## src/rtl/nested_loop_agu_pkg.sv

```systemverilog
// Shared types and width helpers for the nested-loop address generator.
// Optional feature macro (used by the top): NESTED_LOOP_AGU_ABORT_EN.
package nested_loop_agu_pkg;

    typedef enum logic {
        IDLE = 1'b0,
        RUN  = 1'b1
    } state_t;

    localparam int DEF_LEVELS = 3;
    localparam int DEF_ADDR_W = 32;
    localparam int DEF_CNT_W  = 8;

    // An offset holds idx*stride, so it needs ADDR_W+CNT_W bits; the sum adds two guard bits.
    localparam int DEF_OFF_W = DEF_ADDR_W + DEF_CNT_W;
    localparam int DEF_SUM_W = DEF_ADDR_W + DEF_CNT_W + 2;

    typedef logic [DEF_LEVELS-1:0][DEF_CNT_W-1:0]  bound_arr_t;
    typedef logic [DEF_LEVELS-1:0][DEF_ADDR_W-1:0] stride_arr_t;

    function automatic int off_width(input int addr_w, input int cnt_w);
        return addr_w + cnt_w;
    endfunction

    function automatic int sum_width(input int addr_w, input int cnt_w);
        return addr_w + cnt_w + 2;
    endfunction

endpackage

```

## src/rtl/nested_loop_agu_level.sv

```systemverilog
// One loop level: trip counter plus incrementally accumulated offset (idx*stride).
module loop_level_cnt
    import nested_loop_agu_pkg::*;
#(
    parameter int ADDR_W = 32,
    parameter int CNT_W  = 8
) (
    input  logic                             clk,
    input  logic                             rst,
    input  logic                             clr,
    input  logic                             inc_en,
    input  logic [CNT_W-1:0]                 bound,
    input  logic [ADDR_W-1:0]                stride,
    output logic [CNT_W-1:0]                 idx,
    output logic [off_width(ADDR_W, CNT_W)-1:0] off,
    output logic                             at_last,
    output logic                             carry
);

    localparam int OFF_W = off_width(ADDR_W, CNT_W);

    logic [CNT_W-1:0] idx_q, idx_d;
    logic [OFF_W-1:0] off_q, off_d;

    assign at_last = (idx_q == (bound - CNT_W'(1)));
    assign carry   = inc_en & at_last;
    assign idx     = idx_q;
    assign off     = off_q;

    // Wrapping resets the offset to zero, so no multiply is ever needed.
    always_comb begin
        idx_d = idx_q;
        off_d = off_q;
        if (clr) begin
            idx_d = '0;
            off_d = '0;
        end else if (inc_en) begin
            if (at_last) begin
                idx_d = '0;
                off_d = '0;
            end else begin
                idx_d = idx_q + CNT_W'(1);
                off_d = off_q + OFF_W'(stride);
            end
        end
    end

    always_ff @(posedge clk) begin
        if (rst) begin
            idx_q <= '0;
            off_q <= '0;
        end else begin
            idx_q <= idx_d;
            off_q <= off_d;
        end
    end

endmodule

```

## src/rtl/nested_loop_agu.sv

```systemverilog
// Nested-loop address generator: addr = base + sum(idx[k]*stride[k]) as a valid/ready stream.
// Define NESTED_LOOP_AGU_ABORT_EN to add the abort input.
module nested_loop_agu
    import nested_loop_agu_pkg::*;
#(
    parameter int LEVELS = 3,
    parameter int ADDR_W = 32,
    parameter int CNT_W  = 8
) (
    input  logic                           clk,
    input  logic                           rst,
    input  logic                           start,
`ifdef NESTED_LOOP_AGU_ABORT_EN
    input  logic                           abort,
`endif
    input  logic [ADDR_W-1:0]              base,
    input  logic [LEVELS-1:0][CNT_W-1:0]   bound,
    input  logic [LEVELS-1:0][ADDR_W-1:0]  stride,
    output logic                           idle,
    output logic                           addr_valid,
    input  logic                           addr_ready,
    output logic [ADDR_W-1:0]              addr,
    output logic                           addr_last,
    output logic                           done,
    output logic                           overflow
);

    localparam int OFF_W = off_width(ADDR_W, CNT_W);
    localparam int SUM_W = sum_width(ADDR_W, CNT_W);

    state_t                         state_q;
    logic [ADDR_W-1:0]              base_q;
    logic [LEVELS-1:0][CNT_W-1:0]   bound_q;
    logic [LEVELS-1:0][ADDR_W-1:0]  stride_q;
    logic                           overflow_q;
    logic                           done_q;

    logic [LEVELS-1:0][CNT_W-1:0]   idx;
    logic [LEVELS-1:0][OFF_W-1:0]   off;
    logic [LEVELS-1:0]              atLast;
    logic [LEVELS-1:0]              carry;
    logic [LEVELS-1:0]              incEn;
    logic [SUM_W-1:0]               sum;
    logic                           startAcc;
    logic                           advance;
    logic                           anyZero;
    logic                           abortReq;

`ifdef NESTED_LOOP_AGU_ABORT_EN
    assign abortReq = abort;
`else
    assign abortReq = 1'b0;
`endif

    assign startAcc = (state_q == IDLE) & start;
    assign advance  = (state_q == RUN) & addr_ready & ~abortReq;
    assign incEn[0] = advance;

    for (genvar k = 0; k < LEVELS; k++) begin : g_level
        loop_level_cnt #(
            .ADDR_W (ADDR_W),
            .CNT_W  (CNT_W)
        ) u_level (
            .clk     (clk),
            .rst     (rst),
            .clr     (startAcc),
            .inc_en  (incEn[k]),
            .bound   (bound_q[k]),
            .stride  (stride_q[k]),
            .idx     (idx[k]),
            .off     (off[k]),
            .at_last (atLast[k]),
            .carry   (carry[k])
        );
        if (k > 0) begin : g_chain
            assign incEn[k] = carry[k-1];
        end
        a_idx_in_range: assert property (@(posedge clk) disable iff (rst)
            (state_q == RUN) |-> (idx[k] < bound_q[k]));
    end

    always_comb begin
        anyZero = 1'b0;
        for (int k = 0; k < LEVELS; k++) begin
            if (bound[k] == '0) anyZero = 1'b1;
        end
    end

    always_comb begin
        sum = SUM_W'(base_q);
        for (int k = 0; k < LEVELS; k++) begin
            sum = sum + SUM_W'(off[k]);
        end
    end

    // The outermost carry fires exactly on the handshake of the final address.
    always_ff @(posedge clk) begin
        if (rst) begin
            state_q    <= IDLE;
            base_q     <= '0;
            bound_q    <= '0;
            stride_q   <= '0;
            overflow_q <= 1'b0;
            done_q     <= 1'b0;
        end else begin
            done_q <= 1'b0;
            case (state_q)
                IDLE: begin
                    if (start) begin
                        base_q     <= base;
                        bound_q    <= bound;
                        stride_q   <= stride;
                        overflow_q <= 1'b0;
                        if (anyZero) done_q  <= 1'b1;
                        else         state_q <= RUN;
                    end
                end
                RUN: begin
                    if (abortReq) begin
                        state_q <= IDLE;
                    end else if (advance) begin
                        if (sum[SUM_W-1:ADDR_W] != '0) overflow_q <= 1'b1;
                        if (carry[LEVELS-1]) begin
                            state_q <= IDLE;
                            done_q  <= 1'b1;
                        end
                    end
                end
                default: state_q <= IDLE;
            endcase
        end
    end

    assign idle       = (state_q == IDLE);
    assign addr_valid = (state_q == RUN);
    assign addr       = sum[ADDR_W-1:0];
    assign addr_last  = (state_q == RUN) & (&atLast);
    assign done       = done_q;
    assign overflow   = overflow_q;

endmodule

```

## config.mk

```make
export PLATFORM = sky130hd
export DESIGN_NAME = nested_loop_agu
export DESIGN_NICKNAME = d
export VERILOG_FILES = /design/src/rtl/nested_loop_agu_pkg.sv /design/src/rtl/nested_loop_agu_level.sv /design/src/rtl/nested_loop_agu.sv
export SDC_FILE = /design/constraint.sdc
export NUM_CORES = 1
export LEC_CHECK = 0
export BUFFER_PORTS_ARGS = -buffer_cell sky130_fd_sc_hd__buf_2
export CORE_MARGIN = 5
export CORE_UTILIZATION = 60
export DETAILED_ROUTE_END_ITERATION = 10
export PLACE_DENSITY_LB_ADDON = 0.05
export RECOVER_POWER = 25
export SLEW_MARGIN = 15
export SYNTH_ARGS = -nofsm -noshare
export SYNTH_HDL_FRONTEND = slang
export SYNTH_SLANG_ARGS = --single-unit
```

## constraint.sdc

```tcl
create_clock -name clk -period 7.9 [get_ports clk]
set_input_delay 1.185 -clock clk [delete_from_list [all_inputs] [get_ports clk]]
set_output_delay 1.185 -clock clk [all_outputs]
set_load 0.02 [all_outputs]
```

==> metrics <==
failing checks max-capacitance violations, max-slew violations; FF-to-FF End overflow$_SDFFE_PP0P_; Routed wire per std cell 18.7 um; share of cells above drive strength 1 10.2%; Max Freq roughly 0.15 GHz; core area ~33000 um2; post-route clock period utilization 83.4%; first-pass GRT wire length 91400 um; clock buffer depth 3; DRT antenna net count 0; initial antenna violation count 2; wirelength, routed 58600 um; Syn-to-layout area delta 12.0%; CTS root buffer clkbuf_16; # fillers 2862; type of the tightest min-delay check register to register; Ports 193; Top FF cell, synth dfxtp_1; TNS Setup 0 ns; post_cts resized 0; pre-CTS setup slack 2.25 ns; CP Launch Type input port; post-detail-place hpwl 44600 um; via count 18402; Antenna Cells 0; clock latency on the worst-skew pair 0.53 ns; CTS tree built; post-synth top area cell dfxtp_1; Worst Path Arrival 6.85 ns; top-area cell type share of the netlist area approximately 30%; post-CTS setup buffer count 0; leak pwr 9.95 nW; reg-to-reg startpoint g_level[0].u_level.off[1]$_SDFFE_PP0P_; setup ws final 1.31 ns; sequential element share of the synthesized area 30.0%; Design Power ~3.6 mW; RSZ-0062 raised after global routing no; CP Class input port to register; Post-Syn Instances 2519; vias in the first global route 17331; DR iter-0 viols about 1200; routability congestion estimate just under 1; fin crit period about 6.6 ns; most common cell after layout, fill and taps aside nand2_1; hold_ws approximately 0.45 ns; HP Start base_q[20]$_SDFFE_PP0P_; total CTS buffers 35; Fin Clk Skew 0.0176 ns; Min-Delay Endpoint base_q[20]$_SDFFE_PP0P_; count of cell types in the netlist 71; Worst Setup End Kind register; Synth Register Bits between 200 and 300; hold-critical path depth 2; Final setup viols 0; EDFF count, synth 0; Synth async-reset ratio 0%; Sink Count 299; Die Y 192 um; PwrDens 162 nW/um2; Synth Cell Area 20000 um2; Pins Over Slew Limit 200; initial core utilization 61.1%; Worst Tran Pin Value 3.28 ns; # DRC 0; GRT Util Overall between 30 and 40%; gr ovfl total 0; die area around 37000 um2; synthesized net count 2901; Core Rows 66; clk slew on worst S/H paths 0.06 ns; Vias/cell 5.88; H-tree levels 2; Mapped Avg Cell Area 7.93 um2; most frequent cells in the layout nand2_1, dfxtp_1, a21oi_1; DIE WIDTH 192 um; PortBufs 192; worst-case headroom to the max-slew limit -118%; largest net degree at the start of global routing 155; Final Hold Viols 0; peak supply drop 168 uV; Max Fanout on Critical Path 72; Nets 3048; run status finished, violations left; Crit path required time 8.16 ns; First-pass DRT Iterations 6; CTS Hold Bufs 0; Max Cap Viol 4; r2r setup slk 3.06 ns; synth top area cells dfxtp_1, ha_1, nand2_1; Ys Warns 0; worst reg2reg path depth 14
## layer usage
layer | part of all wire, % | vias up | track usage, %
li1 | - | 8998 | -
met1 | 45 | 8658 | 43.7
met2 | 44 | 622 | 48.2
met3 | 7.5 | 120 | 5.45
met4 | 3.4 | 4 | 10.4
met5 | 0.046 | - | 0
## synth_stat cells (10+ instances only)
library cell and count:
ha_1 151, xnor2_1 74, a31oi_1 19, a22oi_1 12, o31ai_1 16, nand2_1 442, a211oi_1 20, o211ai_1 15
fa_1 75, o21bai_1 16, nand2b_1 14, o22ai_1 39, mux2i_1 14, nand3_1 54, o21a_1 16, a21o_1 64
or3_1 23, nor4_1 10, clkbuf_1 90, nor3_1 34, and3_1 23, o21ai_0 94, dfxtp_1 299, a21oi_1 279
nor2b_1 21, xor2_1 78, nand4_1 23, inv_1 216, nor2_1 136
## state kept, by name, indices dropped and copies added (netlist names)
name                 count
overflow                 1
stride_q                96
g_level.u_level.off    120
bound_q                 24
addr_valid               1
base_q                  32
done                     1
g_level.u_level.idx     24
## power by group
group          switching, mW  internal [mW]
combinational          0.265          0.158
clock                  0.661          0.951
sequential            0.0413           1.56
total                  0.967           2.66
## logic make-up after synthesis
| family | Yosys count | share of synthesized area, % |
|---|---|---|
| buffers and inverters | 311 | 5.85 |
| AND/OR/NAND/NOR | 834 | 18.7 |
| AO/OA/AOI/OAI | 681 | 21.1 |
| adder cells (fa/ha/maj) | 226 | 17.0 |
| flip-flops | 299 | 30.0 |
| XOR/XNOR | 152 | 6.67 |
| multiplexers | 16 | 0.814 |
## layout make-up
type,count,area (um2),area share (%)
inverter,216,811,3.62
sequential,299,5990,26.8
multi-input combinational,1909,12800,57.4
timing repair buffer,205,1050,4.70
clock inverter,13,140,0.626
clock buffer,47,992,4.44
tap,442,553,2.47
## worst max path at each step
stage                                                       from                   endpoint  slack [ns]
after global placement    g_level[0].u_level.off[1]$_SDFFE_PP0P_                   addr[27]        2.36
after global routing                                         rst  stride_q[58]$_SDFFE_PP0P_        0.80
after CTS                 g_level[0].u_level.off[1]$_SDFFE_PP0P_                   addr[31]        1.70
after floorplan           g_level[0].u_level.off[1]$_SDFFE_PP0P_                   addr[27]        2.73
after detailed placement  g_level[0].u_level.off[1]$_SDFFE_PP0P_                   addr[31]        2.25
final                                                        rst    base_q[11]$_SDFFE_PP0P_        1.31
## stage by stage
| stage | area [um2] | cells | utilization, % |
|---|---|---|---|
| 2_1_floorplan | 20000 | 2519 | - |
| 3_3_place_gp | 21300 | 3071 | 65.0 |
| 3_5_place_dp | 21300 | 3071 | 65.0 |
| 4_1_cts | 22400 | 3131 | 68.5 |
| 5_1_grt | 22400 | 3131 | 68.4 |
| 6_report | 22400 | 3131 | 68.4 |
## critical path, cell delays in order
cell,delay (ns)
clkbuf_1,1.18
clkbuf_1,1.87
clkbuf_1,2.40
a21oi_1,0.10
Power figures use the tool's default switching activity.
